### config.mk
export PLATFORM = sky130hd
export DESIGN_NAME = sub16u_lsb_approx_pipe
export DESIGN_NICKNAME = d
export VERILOG_FILES = /design/src/rtl/sub_approx_pkg.sv /design/src/rtl/sub_exact_upper.sv /design/src/rtl/sub16u_lsb_approx_pipe.sv
export SDC_FILE = /design/constraint.sdc
export NUM_CORES = 1
export LEC_CHECK = 0
export ABC_AREA = 1
export CAP_MARGIN = 20
export CORE_MARGIN = 3
export CORE_UTILIZATION = 35
export DETAILED_ROUTE_END_ITERATION = 16
export GPL_ROUTABILITY_DRIVEN = 0
export PLACE_DENSITY_LB_ADDON = 0.05
export SYNTH_ARGS = -nofsm -noshare
export SYNTH_HDL_FRONTEND = slang
export SYNTH_SLANG_ARGS = --single-unit
### constraint.sdc
create_clock -name clk -period 3.5 [get_ports clk]
set_input_delay 0.7 -clock clk [delete_from_list [all_inputs] [get_ports clk]]
set_output_delay 0.7 -clock clk [all_outputs]
set_load 0.02 [all_outputs]
### src/rtl/sub_approx_pkg.sv
// Shared definitions for the approximate subtractor family: default
// configuration, the LSB-width derivation and the per-bit approximation rules.
package sub_approx_pkg;

    localparam int DEF_WIDTH      = 16;
    localparam int DEF_EXACT_BITS = 4;
    localparam int DEF_TAG_W      = 4;
    localparam int DEF_LSB_BITS   = DEF_WIDTH - DEF_EXACT_BITS;

    // Upper-part result at the default configuration: borrow-out plus exact difference.
    typedef struct packed {
        logic                      bout;
        logic [DEF_EXACT_BITS-1:0] diff;
    } sub_res_t;

    // Number of approximated low bits for a given operand width / exact split.
    function automatic int lsb_bits(input int width, input int exact_bits);
        return width - exact_bits;
    endfunction

    // One bit of the borrow-free lower difference: keep A's bit only where B is clear.
    function automatic logic approx_lsb(input logic a, input logic b);
        return a & ~b;
    endfunction

    // Borrow fed into the exact part, guessed from the top approximated bit only.
    function automatic logic borrow_guess(input logic a_msb, input logic b_msb);
        return ~a_msb & b_msb;
    endfunction

endpackage

### src/rtl/sub_exact_upper.sv
// Combinational exact ripple-borrow subtractor with borrow-in and borrow-out.
module sub_exact_upper #(
    parameter int W = 4
) (
    input  logic [W-1:0] a,
    input  logic [W-1:0] b,
    input  logic         bin,
    output logic [W-1:0] diff,
    output logic         bout
);

    // brw[i] is the borrow entering bit i; brw[W] leaves the top bit.
    logic [W:0] brw;

    assign brw[0] = bin;

    genvar gi;
    generate
        for (gi = 0; gi < W; gi++) begin : g_bit
            // Full-subtractor cell: borrow when b+borrow exceeds a at this bit.
            assign diff[gi]    = a[gi] ^ b[gi] ^ brw[gi];
            assign brw[gi + 1] = (~a[gi] & b[gi]) | (~(a[gi] ^ b[gi]) & brw[gi]);
        end
    endgenerate

    assign bout = brw[W];

endmodule

### src/rtl/sub16u_lsb_approx_pipe.sv
// Two-stage approximate unsigned subtractor on valid/ready streams.
// Stage 1 forms the borrow-free low difference and the borrow guess; stage 2
// runs the exact upper subtraction and presents {borrow_out, difference}.
module sub16u_lsb_approx_pipe
    import sub_approx_pkg::*;
#(
    parameter int WIDTH      = DEF_WIDTH,
    parameter int EXACT_BITS = DEF_EXACT_BITS,
    parameter int TAG_W      = DEF_TAG_W
) (
    input  logic             clk,
    input  logic             rst,
    input  logic             in_valid,
    output logic             in_ready,
    input  logic [WIDTH-1:0] in_a,
    input  logic [WIDTH-1:0] in_b,
    input  logic [TAG_W-1:0] in_tag,
    output logic             out_valid,
    input  logic             out_ready,
    output logic [WIDTH:0]   out_d,
    output logic [TAG_W-1:0] out_tag
);

    localparam int LSB_BITS = lsb_bits(WIDTH, EXACT_BITS);

    // Stage 1 registers
    logic                  s1_valid_reg;
    logic [LSB_BITS-1:0]   s1_lsb_reg;
    logic                  s1_bin_reg;
    logic [EXACT_BITS-1:0] s1_a_hi_reg;
    logic [EXACT_BITS-1:0] s1_b_hi_reg;
    logic [TAG_W-1:0]      s1_tag_reg;

    // Stage 2 (output) registers
    logic                  out_valid_reg;
    logic [WIDTH:0]        out_d_reg;
    logic [TAG_W-1:0]      out_tag_reg;

    // Handshake
    logic s2_free;
    logic s1_adv;
    logic accept;

    // Combinational stage results
    logic [LSB_BITS-1:0]   lsb_next;
    logic                  bin_next;
    logic [EXACT_BITS-1:0] hi_diff;
    logic                  hi_bout;

    assign s2_free  = !out_valid_reg || out_ready;
    assign s1_adv   = s1_valid_reg && s2_free;
    assign in_ready = !s1_valid_reg || s2_free;
    assign accept   = in_valid && in_ready;

    genvar gi;
    generate
        for (gi = 0; gi < LSB_BITS; gi++) begin : g_lsb
            assign lsb_next[gi] = approx_lsb(in_a[gi], in_b[gi]);
        end
    endgenerate

    assign bin_next = borrow_guess(in_a[LSB_BITS-1], in_b[LSB_BITS-1]);

    // Stage 1 occupancy: filled on accept, emptied when it advances with nothing new behind it.
    always_ff @(posedge clk or posedge rst) begin
        if (rst) begin
            s1_valid_reg <= 1'b0;
        end else if (accept) begin
            s1_valid_reg <= 1'b1;
        end else if (s1_adv) begin
            s1_valid_reg <= 1'b0;
        end
    end

    // Stage 1 data: loads only on accept so idle cycles do not toggle the registers.
    always_ff @(posedge clk or posedge rst) begin
        if (rst) begin
            s1_lsb_reg  <= '0;
            s1_bin_reg  <= 1'b0;
            s1_a_hi_reg <= '0;
            s1_b_hi_reg <= '0;
            s1_tag_reg  <= '0;
        end else if (accept) begin
            s1_lsb_reg  <= lsb_next;
            s1_bin_reg  <= bin_next;
            s1_a_hi_reg <= in_a[WIDTH-1:LSB_BITS];
            s1_b_hi_reg <= in_b[WIDTH-1:LSB_BITS];
            s1_tag_reg  <= in_tag;
        end
    end

    sub_exact_upper #(
        .W(EXACT_BITS)
    ) u_upper (
        .a   (s1_a_hi_reg),
        .b   (s1_b_hi_reg),
        .bin (s1_bin_reg),
        .diff(hi_diff),
        .bout(hi_bout)
    );

    // Output occupancy: set when stage 1 advances, cleared on handoff with no replacement.
    always_ff @(posedge clk or posedge rst) begin
        if (rst) begin
            out_valid_reg <= 1'b0;
        end else if (s1_adv) begin
            out_valid_reg <= 1'b1;
        end else if (out_ready) begin
            out_valid_reg <= 1'b0;
        end
    end

    // Output data: loads only when stage 1 advances, so it is held stable under stall.
    always_ff @(posedge clk or posedge rst) begin
        if (rst) begin
            out_d_reg   <= '0;
            out_tag_reg <= '0;
        end else if (s1_adv) begin
            out_d_reg   <= {hi_bout, hi_diff, s1_lsb_reg};
            out_tag_reg <= s1_tag_reg;
        end
    end

    assign out_valid = out_valid_reg;
    assign out_d     = out_d_reg;
    assign out_tag   = out_tag_reg;

endmodule

# Word level (Yosys, flattened, before mapping)
# Index checks and enable logic that the tools add are counted.
# totals
out_inout_bits	23
input_bits	40
reg_bits	48
wordCells	75
# op_classes
muxes	4
n_bitwise	54
reduce_logical	8
# ops
op	n
$and 1x1->1	21
$not 1->1	21
$xor 1x1->1	8
$mux 1	4
$or 1x1->1	4
$reduce_bool 2->1	2
$logic_and 1x1->1	2
$logic_not 1->1	2
$logic_or 1x1->1	2

# Depth between registers and ports, before layout
# logic_depth
word_depth	10
ltp_mapped	9
mapped_depth_nobuf	9

# By module
# Synthesis repeated with hierarchy kept, for this count alone.
# unflattened
cells_unflattened	247
area_unflattened_um2	2107.0
# by_module_without_submodules
mod	seq_area_each_um2	cells_each	n_inst	area_per_inst_um2
sub16u_lsb_approx_pipe	1201.2	233	1	1989.4
sub_exact_upper	0.0	14	1	117.6

# Least setup slack after synthesis
# OpenSTA, ideal clock, no wires.
# synth_timing
path_type	register to register
start	reg s1_bin_reg
end	reg out_d_reg[15], in the netlist out_d[15]
stages_incl_launch_ff	10
required_ns	3.383
synth_period_minus_slack_ns	2.054
slack_ns	1.446
path_buffers	0
t_arrival_ns	1.937
setup_time_ns	0.117
path_cell_list	dfrtp_1 > inv_1 > fa_1 > inv_1 > fa_1 > fa_1 > inv_1 > fa_1 > nand3_1 > nand2_1
# synth_via
elab_chain_len	7
# synth_lines
element	line_no	source
from (decl)	sub16u_lsb_approx_pipe.sv:29	logic s1_bin_reg;
from (signal assigned)	sub16u_lsb_approx_pipe.sv:85	s1_bin_reg <= bin_next;
$and 1x1->1	sub_exact_upper.sv:22	assign brw[gi + 1] = (~a[gi] & b[gi]) | (~(a[gi] ^ b[gi]) & brw[gi]);
$or 1x1->1	sub_exact_upper.sv:22	
$and 1x1->1	sub_exact_upper.sv:22	
$or 1x1->1	sub_exact_upper.sv:22	
$and 1x1->1	sub_exact_upper.sv:22	
$or 1x1->1	sub_exact_upper.sv:22	
$xor 1x1->1	sub_exact_upper.sv:21	assign diff[gi] = a[gi] ^ b[gi] ^ brw[gi];
named net hi_diff[3]	sub16u_lsb_approx_pipe.sv:47	logic [EXACT_BITS-1:0] hi_diff;
to (signal assigned)	sub16u_lsb_approx_pipe.sv:119	out_d_reg <= {hi_bout, hi_diff, s1_lsb_reg};
to (decl)	sub16u_lsb_approx_pipe.sv:36	logic [WIDTH:0] out_d_reg;
# The timed path passes the listed nets, and every way through them passes these cells.
# A chain may end at the register's enable or synchronous reset.

# Worst setup path in the final report
# layout_timing
start	in out_ready
end	out in_ready
# layout_via
elab_chain_len	2
# layout_lines
element	line_no	source
from (decl)	sub16u_lsb_approx_pipe.sv:19	input logic out_ready,
$logic_or 1x1->1	sub16u_lsb_approx_pipe.sv:50	assign s2_free = !out_valid_reg || out_ready;
$logic_or 1x1->1	sub16u_lsb_approx_pipe.sv:52	assign in_ready = !s1_valid_reg || s2_free;
to (decl)	sub16u_lsb_approx_pipe.sv:14	output logic in_ready,
# No other way between the ends.

==> results.cfg <==
[cells_and_area]
mostFrequentLayoutCells = nand2_1 (92), clkdlybuf4s50_1 (62), dfrtp_1 (48)
largest_reg_flops = 17
nets = 346
diodes = 0
final_common_cell = nand2_1
layout-drive-gt1-share_pct = 5.61
final_area_mm2 = 0.00289
utilization_pct = 50.6
n_fill_cell = 567
area_growth_pct = 35.1

[critical_path]
cp-end-kind = primary output
arrival_ps = 1910
cp.required_ps = 2800
cp_max_fo = 2
crit_type = in -> out
start_kind = input port

[global_routing]
antenna_found_initial = 0
grt_pass1_wl_mm = 8.20
grt_pass1_vias = 1708
grt_overflow = 0
grt_max_degree = 49
gr-usage-all-layers_pct = 14.4

[placement]
io_buffers = 62
hpwlAfterDp_mm = 3.05
dpl_cell_area_mm2 = 0.00277

[sta]
rsz0062_at_grt = false
tns_ps = 0
timing.hold.ws_ps = 473
finalHoldViolations = 0
tightest_slew_ps = 435
period_share_pct = 74.7
max_freq_mhz = 383
skew_ps = 6.29
final-setup-viol-count = 0
finalMaxSlewViolations = 0
min_period_ps = 2610
slew_headroom_pct = 70.9

[floorplanning]
fp.dieArea_mm2 = 0.00708
rows = 27
die_h_um = 84.1
coreArea_mm2 = 0.00571
io_pins = 63
start_util_pct = 37.4
die_w_um = 84.1

[power_and_ir_drop]
power.density_mw_per_mm2 = 553
clockPowerShare_pct = 21.6
switchingPower_uw = 527
comb_power_share_pct = 32.6
sequentialPowerShare_pct = 45.8
vdd_drop_max_mv = 0.259
intPower_mw = 1.07
swShare_pct = 33.0
power.leakage_nw = 1.48

[cts]
post-cts-setup-buffers = 0
cts_max_path_buffers = 2
cts_tree = yes
clkTransAtPathRegs_ps = 80
cts.sinks = 48
cts_buffers = 5
cts_root_buffer = clkbuf_8
clkLatencyLatePin_ps = 300
cts_hold_buf = 0
cts_resized = 0
h-tree-depth = 2

[route]
drc = 0
vias_per_cell = 4.53
routedWlPerCell_um = 12.6
vias = 1700
firstDrtPassIters = 4
drt_wl_total_mm = 4.72
drtIter0Drc = 101
postRouteAntennaNets = 0

[synth]
synth_area_mm2 = 0.00214
synth_fp_nets = 285
seq_area_frac_synth_pct = 56.2
synth.avg_cell_area_um2 = 8.86
synth_cell_types = 13
synth_warnings = 0
synth_cells = 241
ys_ff_latch = 48

[worst_hold_path]
hp-class = reg -> reg

[outcome]
status = completed

[job]
drv_cap = 0
==> power by group through the flow <==
stage | logic, mW | clock network, mW | registers, mW
after global placement | 0.523 | 0 | 0.740
final | 0.521 | 0.345 | 0.731
after detailed placement | 0.528 | 0 | 0.742
after floorplan | 0.202 | 0 | 0.828
after global routing | 0.582 | 0.382 | 0.748
after CTS | 0.530 | 0.357 | 0.732
==> kinds of logic (layout without fill, tap and decap cells) <==
logic type | after synthesis | count (layout) | synth area share, %
fa+ha+maj | 4 | 4 | 3.75
simple gates | 151 | 151 | 30.4
flops | 48 | 48 | 56.2
compound gates | 3 | 3 | 0.879
buf+inv | 35 | 97 | 8.73
==> stage by stage <==
stage                     setup slack [ps]  std cells  power, mW
after CTS                              877        374       1.62
after global placement                 870        366       1.26
after global routing                   848        375       1.71
after detailed placement               890        366       1.27
final                                  887        375       1.60
after floorplan                       1450        241       1.03
==> synth_stat cells (all sizes together) <==
library cell / instances / share of area [%]
buf: 13 / 4.9
dfrtp: 48 / 56
fa: 4 / 3.7
inv: 22 / 3.9
nand2: 94 / 17
nand3: 44 / 11
nor2: 13 / 2.3
o21ai: 3 / 0.88
==> final timing paths <==
| check | cells past startpoint | slack [ps] | to | start |
|---|---|---|---|---|
| worst max-delay path | 4 | 890 | in_ready | out_ready |
| worst min-delay path | 2 | 470 | out_d[4]$_DFFE_PP0P_ | out_d[4]$_DFFE_PP0P_ |
| worst max register to register | 9 | 1310 | out_d[15]$_DFFE_PP0P_ | s1_bin_reg$_DFFE_PP0P_ |
| worst min register to register | 2 | 470 | out_d[4]$_DFFE_PP0P_ | out_d[4]$_DFFE_PP0P_ |
| max in group asynchronous | 3 | 2440 | out_tag[2]$_DFFE_PP0P_ | rst |
| min in group asynchronous | 2 | 600 | out_d[5]$_DFFE_PP0P_ | rst |
==> worst max-delay path: stages <==
cell	delay [ps]
clkdlybuf4s50_1	450
inv_1	70
nand3_4	80
clkdlybuf4s50_1	610
==> area by class of cell <==
cell class / count / area [um^2] / area share (%)
Timing Repair Buffer: 67 / 671 / 23.2
Tap cell: 72 / 90.1 / 3.12
Clock buffer: 7 / 86.3 / 2.99
Multi-Input combinational cell: 158 / 748 / 25.9
Sequential cell: 48 / 1200 / 41.6
Inverter: 22 / 82.6 / 2.86
Clock inverter: 1 / 7.51 / 0.260
==> layer usage <==
metal / vias to the layer above / share of wire, % / global-route usage, %
li1: 861 / - / -
met1: 789 / 45 / 18.5
met2: 45 / 48 / 23.6
met3: 5 / 6.3 / 4.44
met4: 0 / 1.3 / 3.95
met5: - / 0 / 0
Power figures use the tool's default switching activity.
